## src/rtl/code_converter_if.sv

```systemverilog
// Bundle of the sample-enable, mode, input bits and registered result bits
// exchanged with the 4-bit code converter. Clock and reset stay outside.
interface code_converter_if;
  logic       en;
  logic [1:0] mode;
  logic       a;
  logic       b;
  logic       c;
  logic       d;
  logic       x;
  logic       y;
  logic       z;
  logic       t;
  logic       err;
  logic       out_valid;

  // Stimulus side: drives the sample request, observes the result.
  modport master (
    output en, mode, a, b, c, d,
    input  x, y, z, t, err, out_valid
  );

  // Converter side: consumes the sample request, drives the result.
  modport slave (
    input  en, mode, a, b, c, d,
    output x, y, z, t, err, out_valid
  );
endinterface

```

## src/rtl/code_converter.sv

```systemverilog
// Registered 4-bit code converter: binary<->Gray and BCD<->Excess-3.
// The conversion is combinational; the result, an invalid-code flag and a
// one-cycle valid strobe are registered, so outputs never follow inputs
// between clock edges.
module code_converter (
  input  logic          clk,
  input  logic          rst_n,
  code_converter_if.slave bus
);

  localparam logic [1:0] MODE_BIN2GRAY = 2'b00;
  localparam logic [1:0] MODE_GRAY2BIN = 2'b01;
  localparam logic [1:0] MODE_BCD2XS3  = 2'b10;
  localparam logic [1:0] MODE_XS32BCD  = 2'b11;

  logic [3:0] in_word;
  logic [3:0] gray_word;
  logic [3:0] bin_word;
  logic [3:0] plus3_word;
  logic [3:0] minus3_word;
  logic       bcd_ok;
  logic       xs3_ok;

  logic [3:0] conv_next;
  logic       err_next;

  logic [3:0] out_reg;
  logic       err_reg;
  logic       valid_reg;

  assign in_word = {bus.a, bus.b, bus.c, bus.d};

  // The MSB passes straight through in both Gray directions.
  assign gray_word[3] = in_word[3];
  assign bin_word[3]  = in_word[3];

  // Binary->Gray XORs adjacent bits; Gray->binary bit i is the parity of
  // all input bits from the MSB down to i. The parity form avoids a
  // ripple that feeds bin_word back into itself.
  generate
    for (genvar gi = 0; gi < 3; gi++) begin : g_gray_bits
      assign gray_word[gi] = in_word[gi] ^ in_word[gi+1];
      assign bin_word[gi]  = ^in_word[3:gi];
    end
  endgenerate

  // Excess-3 offsets wrap in 4 bits; the range checks below discard any
  // wrapped result before it is used.
  assign plus3_word  = in_word + 4'd3;
  assign minus3_word = in_word - 4'd3;
  assign bcd_ok      = (in_word <= 4'd9);
  assign xs3_ok      = (in_word >= 4'd3) && (in_word <= 4'd12);

  // Select the conversion for the current mode; invalid codes give 0000.
  always_comb begin
    conv_next = 4'b0000;
    err_next  = 1'b0;
    case (bus.mode)
      MODE_BIN2GRAY: conv_next = gray_word;
      MODE_GRAY2BIN: conv_next = bin_word;
      MODE_BCD2XS3: begin
        conv_next = bcd_ok ? plus3_word : 4'b0000;
        err_next  = ~bcd_ok;
      end
      MODE_XS32BCD: begin
        conv_next = xs3_ok ? minus3_word : 4'b0000;
        err_next  = ~xs3_ok;
      end
      default: begin
        conv_next = 4'b0000;
        err_next  = 1'b0;
      end
    endcase
  end

  // Capture the result when sampled; hold it otherwise, strobing valid only
  // on the cycle after a sample. Reset wins over enable.
  always_ff @(posedge clk) begin
    if (!rst_n) begin
      out_reg   <= 4'b0000;
      err_reg   <= 1'b0;
      valid_reg <= 1'b0;
    end else if (bus.en) begin
      out_reg   <= conv_next;
      err_reg   <= err_next;
      valid_reg <= 1'b1;
    end else begin
      valid_reg <= 1'b0;
    end
  end

  assign bus.x         = out_reg[3];
  assign bus.y         = out_reg[2];
  assign bus.z         = out_reg[1];
  assign bus.t         = out_reg[0];
  assign bus.err       = err_reg;
  assign bus.out_valid = valid_reg;

endmodule

```

## src/flat_wrapper.sv

```systemverilog
// flat-port wrapper written by rule: the top's interface ports become plain ports
module code_converter_flat 
  (clk, rst_n, bus_en, bus_mode, bus_a, bus_b, bus_c, bus_d, bus_x, bus_y, bus_z, bus_t, bus_err, bus_out_valid);
  code_converter_if bus_i ();
  input  logic clk;
  input  logic rst_n;
  input wire logic [$bits(bus_i.en)-1:0] bus_en;
  input wire logic [$bits(bus_i.mode)-1:0] bus_mode;
  input wire logic [$bits(bus_i.a)-1:0] bus_a;
  input wire logic [$bits(bus_i.b)-1:0] bus_b;
  input wire logic [$bits(bus_i.c)-1:0] bus_c;
  input wire logic [$bits(bus_i.d)-1:0] bus_d;
  output wire logic [$bits(bus_i.x)-1:0] bus_x;
  output wire logic [$bits(bus_i.y)-1:0] bus_y;
  output wire logic [$bits(bus_i.z)-1:0] bus_z;
  output wire logic [$bits(bus_i.t)-1:0] bus_t;
  output wire logic [$bits(bus_i.err)-1:0] bus_err;
  output wire logic [$bits(bus_i.out_valid)-1:0] bus_out_valid;
  assign bus_i.en = bus_en;
  assign bus_i.mode = bus_mode;
  assign bus_i.a = bus_a;
  assign bus_i.b = bus_b;
  assign bus_i.c = bus_c;
  assign bus_i.d = bus_d;
  assign bus_x = bus_i.x;
  assign bus_y = bus_i.y;
  assign bus_z = bus_i.z;
  assign bus_t = bus_i.t;
  assign bus_err = bus_i.err;
  assign bus_out_valid = bus_i.out_valid;
  code_converter u_core (.clk(clk), .rst_n(rst_n), .bus(bus_i));
endmodule
```

## config.mk

```make
export PLATFORM = sky130hd
export DESIGN_NAME = code_converter_flat
export DESIGN_NICKNAME = d
export VERILOG_FILES = /design/src/rtl/code_converter_if.sv /design/src/rtl/code_converter.sv /design/src/flat_wrapper.sv
export SDC_FILE = /design/constraint.sdc
export NUM_CORES = 1
export LEC_CHECK = 0
export CAP_MARGIN = 10
export CORE_AREA = 2 2 39 41
export CTS_CLUSTER_SIZE = 12
export DETAILED_ROUTE_END_ITERATION = 10
export DIE_AREA = 0 0 41 43
export PLACE_DENSITY_LB_ADDON = 0.08
export SYNTH_ARGS = -nofsm -noshare
export SYNTH_HDL_FRONTEND = slang
export SYNTH_SLANG_ARGS = --single-unit
```

## constraint.sdc

```tcl
create_clock -name clk -period 5.2 [get_ports clk]
set_input_delay 1.56 -clock clk [delete_from_list [all_inputs] [get_ports clk]]
set_output_delay 1.56 -clock clk [all_outputs]
set_load 0.05 [all_outputs]
```

=== After elaboration in Yosys (flattened, before gate mapping) ===
Cells that the tools add are included.
Widths: inputs -> output; s select.

* Bits in registers: 6
* Input port bits: 9

* Muxes and demuxes: 5
* Equality and inequality tests: 3
* Order comparisons: 3
* $add $sub $neg: 2
* Bitwise operators: 5
* Reductions and logical operators: 5

{| class="wikitable"
|+ Operators by type and width
! cell !! count
|-
| $pmux 4 s4 || 1
|-
| $le 4x4->1 const B || 2
|-
| $mux 4 || 2
|-
| $add 4x2->4 const B || 1
|-
| $eq 2x2->1 const B || 2
|-
| $ge 4x2->1 const B || 1
|-
| $reduce_xor 4->1 || 1
|-
| $sub 4x2->4 const B || 1
|-
| $reduce_xor 3->1 || 1
|-
| $xor 1x1->1 || 3
|-
| $eq 2x1->1 const B || 1
|-
| $logic_not 2->1 || 1
|-
| $not 1->1 || 2
|-
| $pmux 1 s2 || 1
|-
| $reduce_xor 2->1 || 1
|-
| $logic_and 1x1->1 || 1
|-
| $mux 1 || 1
|}

=== Longest topological paths before layout ===
Gate-level depths: netlist (run 1).

* Word-level depth: 4
* Depth in mapped cells: 7
* Mapped depth without buffers: 7

=== Worst setup path before layout (run 1) ===
No wires, ideal clock.

* Path type: input to register
* Start: in bus_b
* End: reg u_core.out_reg[3]
* Stages: 7
* Path buffers: 0
* Required time: 5.126 ns
* Arrival time: 2.650 ns
* Slack: 2.475 ns
* Cells stage by stage: inv_1 > ha_1 > nand2_2 > a221oi_4 > nand2_2 > o31a_1 > a31oi_1

* Cells in the longest elaborated chain, start to end: 4

{| class="wikitable"
|+ Ends and longest elaborated chain
! what !! RTL line !! source
|-
| from (decl) || flat_wrapper.sv:10 || <nowiki>input wire logic [$bits(bus_i.b)-1:0] bus_b;</nowiki>
|-
| $ge 4x2->1 or $le 4x4->1 (tied branches) || code_converter.sv:52 || <nowiki>assign xs3_ok = (in_word >= 4'd3) && (in_word <= 4'd12);</nowiki>
|-
| $logic_and 1x1->1 || code_converter.sv:52 ||
|-
| $mux 4 || code_converter.sv:66 || <nowiki>conv_next = xs3_ok ? minus3_word : 4'b0000;</nowiki>
|-
| $pmux 4 s4 (*) || code_converter.sv:58 || <nowiki>case (bus.mode)</nowiki>
|-
| to (signal assigned) || code_converter.sv:84 || <nowiki>out_reg <= conv_next;</nowiki>
|-
| to (decl) || code_converter.sv:27 || <nowiki>logic [3:0] out_reg;</nowiki>
|}

Every way passes the cells marked *; elsewhere a longest branch is shown, timed or not.
A chain may end at the register's enable or synchronous reset.

=== Worst setup path after layout (run 1) ===
* Start: in bus_b
* End: reg u_core.out_reg[0]

The elaborated chain is that of the path after synthesis.

==> flow_metrics.tcl, run 1 <==
set metrics [dict create \
    drive_above_1_share_pct 9.52 \
    worstRegToRegCells 2 \
    overflow 0 \
    crit_path_end_kind "register" \
    post-cts-setup-buffers 0 \
    cts_buffer_depth 2 \
    cts_tree "built" \
    clkLatencyLatePin_ps 240 \
    critPathSlowestCell "clkdlybuf4s50_1" \
    die_w_um 41 \
    cp.required_ps 5390 \
    diodes 0 \
    routedWlPerCell_um 11.2 \
    placed_area_um2 726 \
    fin_crit_sh_pct 63.7 \
    synth_edf_count 0 \
    seq_area_frac_synth_pct 21.0 \
    grt_pass1_wl_um 2000 \
    drv_slew 0 \
    hold_viol_final 0 \
    fmax_ghz 0.302 \
    final_common_cell "clkdlybuf4s50_1" \
    netlist_instances 69 \
    syn_nets 89 \
    cts_sinks 6 \
    yosysTopAreaCell "ha_1" \
    cts_max_level 1 \
    dr.pass1.iters 4 \
    track_usage_pct 16.7 \
    hp-class "reg2reg" \
    rows 14 \
    ys_seq_elements 6 \
    area_delta_synth_final_pct 30.6 \
    skew_ps 0 \
    synth_area_um2 573 \
    port_buffers 14 \
    ant_nets 0 \
    fin_area_um2 748 \
    clk_pin_slew_worst_paths_ps 50 \
    fin_tns_setup_ps 0 \
    synthTopCellsByArea "ha_1, dfxtp_1, a21oi_1" \
    io_pins 15 \
    initial_core_util_pct 41.4 \
    antenna_found_initial 0 \
    core-area_um2 1380 \
    ys_async_sr_fraction_pct 0 \
    numCtsBuffers 3 \
    syn_avg_cell_area_um2 8.31 \
    grt_max_degree 13 \
    critPathMaxStageDelay_ps 600 \
    critical_path_class "in2reg" \
    num_vias 519 \
    fin_hold_ws_ps 479 \
    fp.dieH_um 43 \
    tightest_slew_ps 491 \
    setup_ws_ps 1890 \
    status "finished clean" \
    drt-total-wl_um 1120 \
    cts_resized 0 \
    mostFrequentLayoutCells "clkdlybuf4s50_1, ha_1" \
    holdBufCountCts 0 \
    grt_pass1_vias 463 \
    largest_reg_flops 4 \
    p_leak_nw 0.320 \
    rsz0062_at_grt "no" \
    final_util_pct 54.1 \
    cp_data_arrival_time_ps 3510 \
    synth_cell_types 23 \
    relSlewSlack_pct 67.1 \
    yosys_warnings 0 \
    pre_cts_slack_ps 1630 \
    nets 106 \
    fill_cells 147 \
    dieArea_um2 1760 \
    path_max_fanout 6 \
    holdPathStages 2 \
    dpl.hpwl_um 900 \
    cts-root-buf "clkbuf_4" \
    setup_viol 0 \
    drc 0 \
    yosys_most_used_dff "dfxtp_1" \
    drt-initial-drc-count 14 \
    synth_top_area_share_pct 24.0 \
    post-route-min-period_ps 3310 \
    p_per_area_nw_per_um2 204 \
    critPathLaunchType "input port" \
    peakVddDrop_v 0.000119 \
    cap_violations 0 \
    gp_congestion 0.902 \
    crit_chain "clkdlybuf4s50_1 -> inv_1 -> ha_1 -> nor2b_1 -> o21ai_0 -> a21oi_1 -> nor3b_1 -> o221a_2" \
    vias_per_cell 5.19 \
]
logic make-up (layout without fill, tap and decap cells):
family	count (synthesis)	in the layout	share of synthesized area [%]
adders and majority gates	11	11	24.0
AOI/OAI and AO/OA	21	21	25.8
buffers and inverters	9	24	5.89
xor gates and xnor gates	5	5	7.64
DFF	6	6	21.0
and+or+nand+nor	17	17	15.7
final cells by class:
type	count	area, µm²	share of cell area, %
well taps	16	20.0	2.68
multi-input cells	54	419	56.0
inverters	7	26.3	3.51
clock buffers	3	22.5	3.01
flip-flops and latches	6	120	16.1
repair buffers	14	140	18.7
power breakdown:
part	switching [mW]	total [mW]	leakage, nW	internal, mW
clock network	0.0177	0.0439	0.0138	0.0262
registers	0.00144	0.0509	0.0496	0.0495
logic	0.0335	0.0579	0.256	0.0244
total	0.0527	0.153	0.320	0.100
path summary, 6_finish.rpt:
| path | start | slack [ps] | endpoint |
|---|---|---|---|
| max reg2reg | u_core.out_reg[1] | 4360 | u_core.out_reg[1] |
| min reg2reg | u_core.bus.err | 480 | u_core.bus.err |
| max | bus_b | 1890 | u_core.out_reg[0] |
| min | u_core.bus.err | 480 | u_core.bus.err |
routing by layer:
layer	track usage (%)	share of wire [%]	up-vias
li1	-	-	269
met2	23.1	43	22
met3	4.71	6.4	6
met4	8.00	2.9	0
met5	0	0	-
met1	23.0	48	222
Yosys cell counts (2+ instances only):
cell type,n
a21oi_1,6
a31oi_1,4
clkbuf_1,2
dfxtp_1,6
ha_1,11
inv_1,6
nand2_1,6
nand2_2,2
nor2b_1,2
nor3b_1,2
o21ai_0,6
o31a_1,2
xnor2_1,3
xor2_1,2
through the flow:
stage / total power [mW] / instances
after floorplan: 0.0897 / 69
after global placement: 0.110 / 97
after detailed placement: 0.110 / 97
after CTS: 0.154 / 100
after global routing: 0.163 / 100
final: 0.153 / 100
critical path: cells and delay by family:
| kind | cells | cell delay (ps) |
|---|---|---|
| buffers and inverters | 2 | 750 |
| AO/OA/AOI/OAI | 3 | 600 |
| AND/OR/NAND/NOR | 2 | 330 |
| adder cells (fa/ha/maj) | 1 | 250 |
(Power assumes the default switching activity.)
==> inputs of run 2 (changes only) <==
- CORE_AREA: 2 2 39 41 -> default
- CORE_MARGIN: default -> 2
- CORE_UTILIZATION: default -> 41
- DIE_AREA: 0 0 41 43 -> default
- clock period: 5.2 -> 2.75 ns (I/O delays scaled with it)
==> flow_metrics.tcl, run 2 (same netlist as run 1, synthesis figures left out) <==
set metrics [dict create \
    grt_max_degree 13 \
    mostFrequentLayoutCells "clkdlybuf4s50_1, ha_1" \
    grt_pass1_wl_um 1950 \
    num_vias 525 \
    fin_crit_sh_pct 88.3 \
    drv_slew 0 \
    holdBufCountCts 0 \
    dpl.hpwl_um 945 \
    fp.dieH_um 41.4 \
    clkPwrFrac_pct 27.7 \
    min_from "u_core.bus.err" \
    setup_viol 0 \
    cts_sinks 6 \
    crit_path_end_kind "register" \
    r2r_start "u_core.out_reg[1]" \
    ant_nets 0 \
    intPower_mw 0.193 \
    gp_congestion 0.843 \
    critPathSlowestCell "clkdlybuf4s50_1" \
    pwr-share-seq_pct 33.2 \
    drive_above_1_share_pct 13.6 \
    post-route-min-period_ps 2430 \
    cts_tree "built" \
    r2r_slack_ps 1910 \
    cts_resized 0 \
    drt-initial-drc-count 6 \
    critPathLaunchType "input port" \
    overflow 0 \
    critPathMaxStageDelay_ps 570 \
    clk_pin_slew_worst_paths_ps 50 \
    numCtsBuffers 3 \
    post-cts-setup-buffers 0 \
    largest_reg_flops 4 \
    die_w_um 41.4 \
    multiInputGateArea_um2 419 \
    worstRegToRegCells 2 \
    critical_path_class "in2reg" \
    rows 13 \
    area_delta_synth_final_pct 35.6 \
    track_usage_pct 17.8 \
    drt-total-wl_um 1160 \
    crit_chain "clkdlybuf4s50_1 -> inv_1 -> ha_1 -> a221oi_4 -> nand2_2 -> o31a_1 -> a31oi_1" \
    power_frac_comb_pct 39.1 \
    p_per_area_nw_per_um2 375 \
    fmax_ghz 0.412 \
    tightest_slew_ps 491 \
    core-area_um2 1300 \
    status "finished clean" \
    relSlewSlack_pct 67.2 \
    drc 0 \
    io_pins 15 \
    fill_cells 126 \
    cts-root-buf "clkbuf_4" \
    cts_buffer_depth 2 \
    pre_cts_slack_ps 75.1 \
    setup_ws_ps 323 \
    vias_per_cell 5.10 \
    fin_tns_setup_ps 0 \
    switching_power_mw 0.0985 \
    dr.pass1.iters 4 \
    holdPathStages 2 \
    nets 110 \
    swShare_pct 33.8 \
    routedWlPerCell_um 11.2 \
    peakVddDrop_v 0.000245 \
    worst_hold_path.endpoint "u_core.bus.err" \
    port_buffers 14 \
    regArea_um2 120 \
    dieArea_um2 1710 \
    cap_violations 0 \
    power_mw 0.291 \
    skew_ps 0 \
    cp.required_ps 2920 \
    cts_max_level 1 \
    initial_core_util_pct 44.0 \
    rsz0062_at_grt "no" \
    cp_data_arrival_time_ps 2600 \
    hold_viol_final 0 \
    r2r_end "u_core.out_reg[1]" \
    grt_pass1_vias 481 \
    p_leak_nw 0.339 \
    antenna_found_initial 0 \
    final_common_cell "clkdlybuf4s50_1" \
    clkLatencyLatePin_ps 240 \
    diodes 0 \
    hp-class "reg2reg" \
    path_max_fanout 5 \
]
run 2: cell count changes in the layout (fill, tap and decap cells not counted), sizes merged:
cell and delta:
buf +4
run 2: worst max path at each step:
stage                              to   from  depth (start not counted)
detailed placement  u_core.out_reg[3]  bus_a                          7
finish              u_core.out_reg[3]  bus_a                          7
floorplan           u_core.out_reg[3]  bus_b                          7
global placement    u_core.out_reg[3]  bus_a                          7
CTS                 u_core.out_reg[3]  bus_a                          7
global route        u_core.out_reg[0]  bus_b                          8
run 2: cell type report:
cell class                      instances  share of cell area, %
Timing Repair Buffer                   18                   21.9
Multi-Input combinational cell         54                   53.9
Tap cell                               15                   2.42
Sequential cell                         6                   15.5
Clock buffer                            3                   2.90
Inverter                                7                   3.38
run 2: stage by stage:
| step | instance area, µm² | cells | hold slack [ps] | utilization (%) |
|---|---|---|---|---|
| final | 777 | 103 | 484 | 59.7 |
| after global routing | 777 | 103 | 520 | 59.7 |
| after CTS | 777 | 103 | 490 | 59.7 |
| after detailed placement | 754 | 100 | 480 | 58.0 |
| after global placement | 754 | 100 | 471 | 58.0 |
| after floorplan | 573 | 69 | 698 | - |
run 2: power by group through the flow:
stage	combinational [mW]	clock, mW	sequential [mW]
2_1_floorplan	0.0496	0	0.120
3_3_place_gp	0.114	0	0.0980
3_5_place_dp	0.114	0	0.0981
4_1_cts	0.115	0.0836	0.0967
5_1_grt	0.126	0.0873	0.0973
6_report	0.114	0.0807	0.0966
run 2: worst max-delay path: cells and delay by family:
family,cells,cell delay [ps]
compound gates,3,780
buf+inv,2,670
fa+ha+maj,1,220
simple gates,1,100
run 2: metal layers:
metal,part of all wire [%],track usage [%],vias to the layer above,wire [µm]
li1,-,-,279,-
met5,0,0,-,0
met3,6.9,8.51,0,80
met1,51,24.0,229,589
met4,0,2.42,0,0
met2,42,26.2,17,487
